--- src/rtl/mix_columns_iter.sv ---
// AES MixColumns / InvMixColumns stage that rewrites the state register in place,
// COLS_PER_CYCLE columns per cycle, with valid/ready handshakes and a last-round bypass.
module mix_columns_iter #(
  parameter int COLS_PER_CYCLE = 1
) (
  input  logic         clk,
  input  logic         n_rst,
  input  logic [127:0] shiftRowData,
  input  logic         in_valid,
  output logic         in_ready,
  input  logic         lastRound,
  input  logic         inverse,
  output logic [127:0] mixColData,
  output logic         out_valid,
  input  logic         out_ready
);

  localparam logic [2:0] STEP = 3'(COLS_PER_CYCLE);

  if (COLS_PER_CYCLE != 1 && COLS_PER_CYCLE != 2 && COLS_PER_CYCLE != 4) begin : gBadParam
    $error("mix_columns_iter: COLS_PER_CYCLE must be 1, 2 or 4");
  end

  typedef enum logic [1:0] {IDLE, BUSY, DONE} stateType;

  stateType     state;
  stateType     nextState;
  logic [127:0] dataReg;
  logic [127:0] transformed;
  logic [2:0]   cnt;
  logic         invReg;
  logic         lastGroup;

  // GF(2^8) doubling, reduced by 0x11B
  function automatic logic [7:0] xtime(input logic [7:0] b);
    return {b[6:0], 1'b0} ^ (b[7] ? 8'h1b : 8'h00);
  endfunction

  function automatic logic [7:0] mul9(input logic [7:0] a);
    return xtime(xtime(xtime(a))) ^ a;
  endfunction

  function automatic logic [7:0] mulB(input logic [7:0] a);
    return xtime(xtime(xtime(a))) ^ xtime(a) ^ a;
  endfunction

  function automatic logic [7:0] mulD(input logic [7:0] a);
    return xtime(xtime(xtime(a))) ^ xtime(xtime(a)) ^ a;
  endfunction

  function automatic logic [7:0] mulE(input logic [7:0] a);
    return xtime(xtime(xtime(a))) ^ xtime(xtime(a)) ^ xtime(a);
  endfunction

  // One column through the forward or inverse circulant matrix; row r is byte r
  function automatic logic [31:0] colTransform(input logic [31:0] col, input logic inv);
    logic [31:0] res;
    logic [7:0]  a0;
    logic [7:0]  a1;
    logic [7:0]  a2;
    logic [7:0]  a3;
    res = '0;
    for (int r = 0; r < 4; r++) begin
      a0 = col[8*r +: 8];
      a1 = col[8*((r+1)%4) +: 8];
      a2 = col[8*((r+2)%4) +: 8];
      a3 = col[8*((r+3)%4) +: 8];
      if (inv) begin
        res[8*r +: 8] = mulE(a0) ^ mulB(a1) ^ mulD(a2) ^ mul9(a3);
      end else begin
        res[8*r +: 8] = xtime(a0) ^ xtime(a1) ^ a1 ^ a2 ^ a3;
      end
    end
    return res;
  endfunction

  assign lastGroup  = (cnt + STEP) >= 3'd4;
  assign in_ready   = (state == IDLE);
  assign out_valid  = (state == DONE);
  assign mixColData = dataReg;

  // Only the column group selected by cnt is rewritten; the rest pass through
  always_comb begin
    transformed = dataReg;
    for (int c = 0; c < 4; c++) begin
      if (3'(c) >= cnt && 3'(c) < cnt + STEP) begin
        transformed[32*c +: 32] = colTransform(dataReg[32*c +: 32], invReg);
      end
    end
  end

  always_ff @(posedge clk or negedge n_rst) begin
    if (!n_rst) begin
      state <= IDLE;
    end else begin
      state <= nextState;
    end
  end

  always_comb begin
    nextState = state;
    case (state)
      IDLE:    if (in_valid) nextState = lastRound ? DONE : BUSY;
      BUSY:    if (lastGroup) nextState = DONE;
      DONE:    if (out_ready) nextState = IDLE;
      default: nextState = IDLE;
    endcase
  end

  // Mode is captured only at accept, so the block in flight cannot change mode
  always_ff @(posedge clk or negedge n_rst) begin
    if (!n_rst) begin
      dataReg <= '0;
      cnt     <= '0;
      invReg  <= 1'b0;
    end else begin
      case (state)
        IDLE: begin
          if (in_valid) begin
            dataReg <= shiftRowData;
            invReg  <= inverse;
            cnt     <= '0;
          end
        end
        BUSY: begin
          dataReg <= transformed;
          cnt     <= cnt + STEP;
        end
        default: ;
      endcase
    end
  end

endmodule

--- config.mk ---
export PLATFORM = sky130hd
export DESIGN_NAME = mix_columns_iter
export DESIGN_NICKNAME = d
export VERILOG_FILES = /design/src/rtl/mix_columns_iter.sv
export SDC_FILE = /design/constraint.sdc
export NUM_CORES = 1
export LEC_CHECK = 0
export ABC_AREA = 1
export ABC_CLOCK_PERIOD_IN_PS = 3000
export CAP_MARGIN = 15
export CORE_MARGIN = 3
export CORE_UTILIZATION = 60
export DETAILED_ROUTE_END_ITERATION = 10
export PLACE_DENSITY = 0.89
export SLEW_MARGIN = 20
export SYNTH_ARGS = -nofsm -noshare
export SYNTH_HDL_FRONTEND = slang
export SYNTH_SLANG_ARGS = --single-unit
--- constraint.sdc ---
create_clock -name clk -period 3 [get_ports clk]
set_input_delay 0.45 -clock clk [delete_from_list [all_inputs] [get_ports clk]]
set_output_delay 0.45 -clock clk [all_outputs]
set_load 0.005 [all_outputs]
# Word-level counts from Yosys, hierarchy flattened

Cells that the tools add are included.

Bits in registers: 134
Bits in latches: 0
Bits in writable memories: 0
Memory bits (read-only): 0
Output and inout bits: 130
Word-level logic and storage cells: 372
Memories kept: 0

$add $sub $neg: 1
Multiply operators: 0
Div/mod/pow operators: 0
$lt $le $gt $ge: 9
Equal/unequal tests: 9
Shift-type cells: 0
Multiplexer cells: 77
Bitwise gates (word level): 256
Reduce and logical (&&, ||, !) cells: 13

Operators by type and width:

| cell                  | number |
|---|---|
| $xor A8 B8 Y8         | 219 |
| $xor A8 B5 Y8         | 37 |
| $pmux W128 S2         | 1 |
| $mux W5               | 48 |
| $mux W128             | 1 |
| $mux W32              | 4 |
| $mux W8               | 16 |
| $reduce_and A3 Y1     | 5 |
| $ne A2 B2 Y1 const B  | 6 |
| $mux W2               | 4 |
| $ge A1 B3 Y1 const A  | 2 |
| $ge A2 B3 Y1 const A  | 2 |
| $lt A1 B3 Y1 const A  | 2 |
| $lt A2 B3 Y1 const A  | 2 |
| $pmux W2 S3           | 1 |
| $pmux W3 S2           | 1 |
| $logic_and A1 B1 Y1   | 4 |
| $reduce_and A2 Y1     | 2 |
| $add A3 B1 Y3 const B | 1 |
| $ge A3 B3 Y1 const B  | 1 |
| $mux W3               | 1 |
| $eq A2 B1 Y1 const B  | 1 |
| $eq A2 B2 Y1 const B  | 1 |
| $logic_not A2 Y1      | 1 |
| other kinds (2)       | 2 |

# Depth between registers and ports, before layout

Depth after elaboration: 14
Mapped depth: 19
Gate-level depth less buffers: 18

# Worst setup path before layout

OpenSTA, ideal clock, no wires.

Path type: register to register
Start: reg cnt[0]
End: reg dataReg[10] (netlist: mixColData[10])
Library setup time: 66 ps
Data arrival time: 1886 ps
Required time: 2934 ps
Path slack: 1049 ps
Cell stages (with the launch flop): 11
Path buffers: 2
Period minus slack after synthesis: 1951 ps
Path through: dfrtp_1 > ha_1 > xnor2_1 > nand2_1 > o221ai_1 > inv_1 > nor2_1 > buf_2 > buf_1 > nand2_1 > nand2_1

Cells in the longest elaborated chain, start to end: 5
Elaborated cells on any way between the ends: 6

RTL lines:

| item                            | line | source |
|---|---|---|
| start: declaration              | 30   | `logic [2:0] cnt;` |
| start signal: assignment        | 127  | `cnt <= cnt + STEP;` |
| $add A3 B1 Y3                   | 86   | `if (3'(c) >= cnt && 3'(c) < cnt + STEP) begin` |
| $lt A1 B3 Y1                    | 86   |  |
| $logic_and A1 B1 Y1 (*)         | 86   |  |
| $ne A2 B2 Y1 (no line) (*)      | --   |  |
| $reduce_and A3 Y1 (no line) (*) | --   |  |
| end signal: assignment          | 120  | `dataReg <= shiftRowData;` |
| end signal: assignment          | 126  | `dataReg <= transformed;` |
| end: declaration                | 28   | `logic [127:0] dataReg;` |

Mark *: on every way between the ends. The rest lies on a longest branch, timed or not.
A chain may end at the register's enable or synchronous reset.

# Worst setup path in the final report

Start: reg dataReg[31] (netlist: mixColData[31])
End: reg dataReg[28] (netlist: mixColData[28])

Cells in the longest elaborated chain, start to end: 11
Elaborated cells on any way between the ends: 15

RTL lines:

| item                       | line | source |
|---|---|---|
| $mux W5 (*)                | 36   | `return {b[6:0], 1'b0} ^ (b[7] ? 8'h1b : 8'h00);` |
| $xor A8 B5 Y8 (*)          | 36   |  |
| $xor A8 B5 Y8              | 36   |  |
| $xor A8 B8 Y8 (2 in a row) | 52   | `return xtime(xtime(xtime(a))) ^ xtime(xtime(a)) ^ xtime(a);` |
| $xor A8 B8 Y8 (3 in a row) | 69   | `res[8*r +: 8] = mulE(a0) ^ mulB(a1) ^ mulD(a2) ^ mul9(a3);` |
| $mux W8 (*)                | 68   | `if (inv) begin` |
| $mux W32 (*)               | 86   |  |
| $pmux W128 S2 (*)          | 117  | `case (state)` |

Mark *: on every way between the ends. The rest lies on a longest branch, timed or not. The select of a mux whose other input is x is not followed.

==> impl_metrics.py <==
metrics = {
    "sta": {
        "slew_headroom": 0.4190,
        "setup_violations": 0,
        "setup_tns_ns": 0,
        "post-route-period-util": 0.9024,
        "final_hold_viol_count": 0,
        "rsz0062_at_grt": "no",
        "tightest_slew_ns": 0.8715,
        "max_freq_ghz": 0.3694,
        "skew_ns": 0.02083,
        "min_period_ns": 2.707,
        "slew_viol_final": 0,
    },
    "worst_setup_path": {
        "arrival_ns": 3.12,
        "start_kind": "flip-flop",
        "reg2reg_slack_ns": 0.29,
        "cp-end-kind": "flip-flop",
        "crit_fanout": 8,
        "critPathKind": "reg -> reg",
        "reg2reg_depth": 15,
        "cp-startpoint": "mixColData[31]",
        "crit_top_cell": "nand2_1",
        "endpoint": "mixColData[28]",
        "crit_slowest_cell": "dfrtp_1",
        "reg2reg_to": "mixColData[28]",
        "r2r-start": "mixColData[31]",
        "slowest_delay_ns": 0.70,
        "crit_path_cell_trace": "inv_1 -> nand2_1 -> nand2_1 -> nand2_1 -> nand2_1 -> nand2_1 -> nand2_1 -> inv_1 -> nand2_1 -> nand3b_1 -> nand3_1 -> nand3_1 -> nand2_1 -> nand2_1 -> nand2_1",
        "worstPathRequired_ns": 3.42,
    },
    "drt": {
        "wl_met3_mm": 11.82,
        "ant_nets": 0,
        "wl_per_cell_um": 18.60,
        "num_vias": 29570,
        "drtPass1Iterations": 8,
        "drt-initial-drc-count": 3631,
        "highest_layer": "met5",
        "dr_wl_met2_mm": 42.17,
        "wl_met1_mm": 37.31,
        "via_per_inst": 5.662,
        "routed_wl_mm": 97.11,
        "drc": 0,
    },
    "yosys": {
        "synthCells": 4496,
        "synthFlopType": "dfrtp_1",
        "ys_warn_count": 0,
        "syn_nets": 4633,
        "ys_seq_area_frac": 0.1305,
        "synth_edf_count": 0,
        "ys_seq_elements": 134,
        "syn-mean-instance-area_um2": 5.716,
        "synth_cell_types": 42,
        "synth-async-reset-ratio": 1.000,
        "synthesis.area_mm2": 0.02570,
    },
    "layout": {
        "seq_area_mm2": 0.003357,
        "n_fill_cell": 3803,
        "drive_gt1_frac": 0.05831,
        "finish.utilization": 0.6964,
        "multi_input_area_mm2": 0.01970,
        "syn2layout_area_growth_pct": 14.18,
        "fin_nets": 4806,
        "final_area_mm2": 0.02934,
    },
    "place": {
        "dpl_cell_area_mm2": 0.02874,
        "dp_hpwl_mm": 72.87,
        "place.port_buffers": 263,
        "gp_congestion": 1.099,
    },
    "clock_network": {
        "htree_num_levels": 4,
        "cts.sinks": 134,
        "worstSkewPairLatency_ns": 0.52,
        "tritoncts": "yes",
        "numCtsBuffers": 17,
        "postCtsSetupBuffers": 0,
        "path_clk_slew_ns": 0.08,
        "cts_root_buf": "clkbuf_16",
        "cts_buffer_depth": 2,
    },
    "floorplan": {
        "die_h_um": 213.0,
        "io_pins": 264,
        "die_x_um": 213.0,
        "die-area_mm2": 0.04535,
        "start_util": 0.6099,
        "core_mm2": 0.04213,
        "row_count": 75,
    },
    "global_routing": {
        "grt_overflow": 0,
        "grt_pass1_vias": 26570,
        "grt_max_degree": 152,
        "grt_util_all_layers": 0.4181,
        "grt_pass1_wl_mm": 147.5,
        "antenna_found_initial": 2,
    },
    "min_path": {
        "worstHoldPathType": "in -> async",
    },
    "status": {
        "status": "finished, final reports clean",
    },
    "job": {
        "max_cap_viol_count": 0,
    },
}
placed cells by master, fill, tap and decap left out, types with 2 or more instances in the layout:
cell | netlist | final
clkbuf_16 | 0 | 17
nand2_2 | 61 | 61
inv_4 | 6 | 7
o21bai_1 | 19 | 19
xnor2_2 | 12 | 12
or2_2 | 19 | 19
ha_1 | 3 | 3
nand2_1 | 1837 | 1837
or2_1 | 8 | 8
nand2_4 | 5 | 5
xor2_1 | 534 | 534
a21oi_1 | 132 | 132
clkinv_4 | 0 | 2
xor2_2 | 13 | 13
o22ai_1 | 3 | 3
o211ai_1 | 4 | 4
clkinv_1 | 4 | 3
buf_4 | 27 | 82
inv_6 | 0 | 5
inv_1 | 397 | 396
o21ai_1 | 4 | 4
inv_2 | 29 | 30
a31oi_1 | 4 | 3
nor2_4 | 0 | 2
and2_1 | 2 | 2
nand3_1 | 322 | 322
clkdlybuf4s50_1 | 0 | 262
nand3b_1 | 21 | 21
o21ai_0 | 120 | 120
nand4_1 | 8 | 8
inv_8 | 0 | 5
buf_12 | 0 | 5
dfrtp_1 | 134 | 133
xnor2_1 | 280 | 280
nor2_1 | 308 | 307
a21o_1 | 2 | 2
Yosys cell counts (3+ instances only):
library cell	count	area share
inv_4	6	0.0015
nand4_1	8	0.0019
o211ai_1	4	0.0012
nand2_4	5	0.0022
buf_2	80	0.016
o21bai_1	19	0.0056
o21ai_1	4	0.00078
nand3_1	322	0.063
inv_1	397	0.058
buf_4	27	0.0079
dfrtp_1	134	0.13
inv_2	29	0.0042
a31oi_1	4	0.00097
clkbuf_1	61	0.0089
buf_1	11	0.0016
clkinv_1	4	0.00058
a21oi_1	132	0.026
clkbuf_2	9	0.0018
ha_1	3	0.0015
nand2_1	1837	0.27
or2_2	19	0.0046
nand3b_1	21	0.0061
o21ai_0	120	0.023
or2_1	8	0.0019
nand2_2	61	0.015
o22ai_1	3	0.00073
xor2_2	13	0.0082
xnor2_1	280	0.095
nor2_1	308	0.045
xnor2_2	12	0.0076
buf_6	9	0.0039
xor2_1	534	0.18
registers in the layout (all words and copies together) (netlist names):
signal and flops:
state 2, cnt 3, invReg 1, mixColData 128
logic make-up after synthesis:
family | share of synthesized area
xor gates and xnor gates | 0.2954
and+or+nand+nor | 0.4089
buffers and inverters | 0.1039
DFF | 0.1305
AOI/OAI and AO/OA | 0.05979
adders and majority gates | 0.001461
through the flow:
| step | hold slack [ns] | cells | setup WS [ns] |
|---|---|---|---|
| after global routing | 0.4918 | 5222 | 0.1018 |
| after detailed placement | 0.4428 | 5188 | 0.4156 |
| final | 0.4484 | 5222 | 0.2928 |
| after CTS | 0.4574 | 5221 | 0.3916 |
| after global placement | 0.4393 | 5188 | 0.4528 |
| after floorplan | 0.1544 | 4496 | 1.049 |
worst min-delay path by stage:
stage	startpoint	end	slack [ns]	cells past startpoint
floorplan	n_rst	cnt[0]	0.15	0
global placement	n_rst	mixColData[28]	0.44	1
detailed placement	n_rst	mixColData[28]	0.44	1
CTS	n_rst	mixColData[28]	0.46	2
global route	n_rst	mixColData[21]	0.49	2
finish	n_rst	mixColData[28]	0.45	2
critical path, delay by kind of cell (launching register included):
| family | cells | cell delay [ns] |
|---|---|---|
| flops | 1 | 0.70 |
| buf+inv | 2 | 0.41 |
| simple gates | 13 | 1.48 |
layer usage:
layer,GRT usage,up-vias
met5,0,-
met4,0.2294,2
met3,0.1021,429
met2,0.6452,1922
met1,0.5375,13250
li1,-,13970
area by class of cell:
class | instances | share of cell area
antenna | 1 | 0.00008528
clock buffer | 18 | 0.01497
clock inverter | 14 | 0.005287
inverter | 436 | 0.05637
multi-input combinational | 3729 | 0.6714
sequential | 134 | 0.1144
tap | 539 | 0.02298
timing repair buffer | 351 | 0.1145
what timing repair did:
item | 4_1_cts | 5_1_grt
hold buffers | 1 | 0
hold endpoints to repair | 44 | 0
resized for setup | 0 | 0
Power is left out: the tool's default activity adds up to more than one toggle a clock period on the data nets, which glitch-free logic cannot reach.
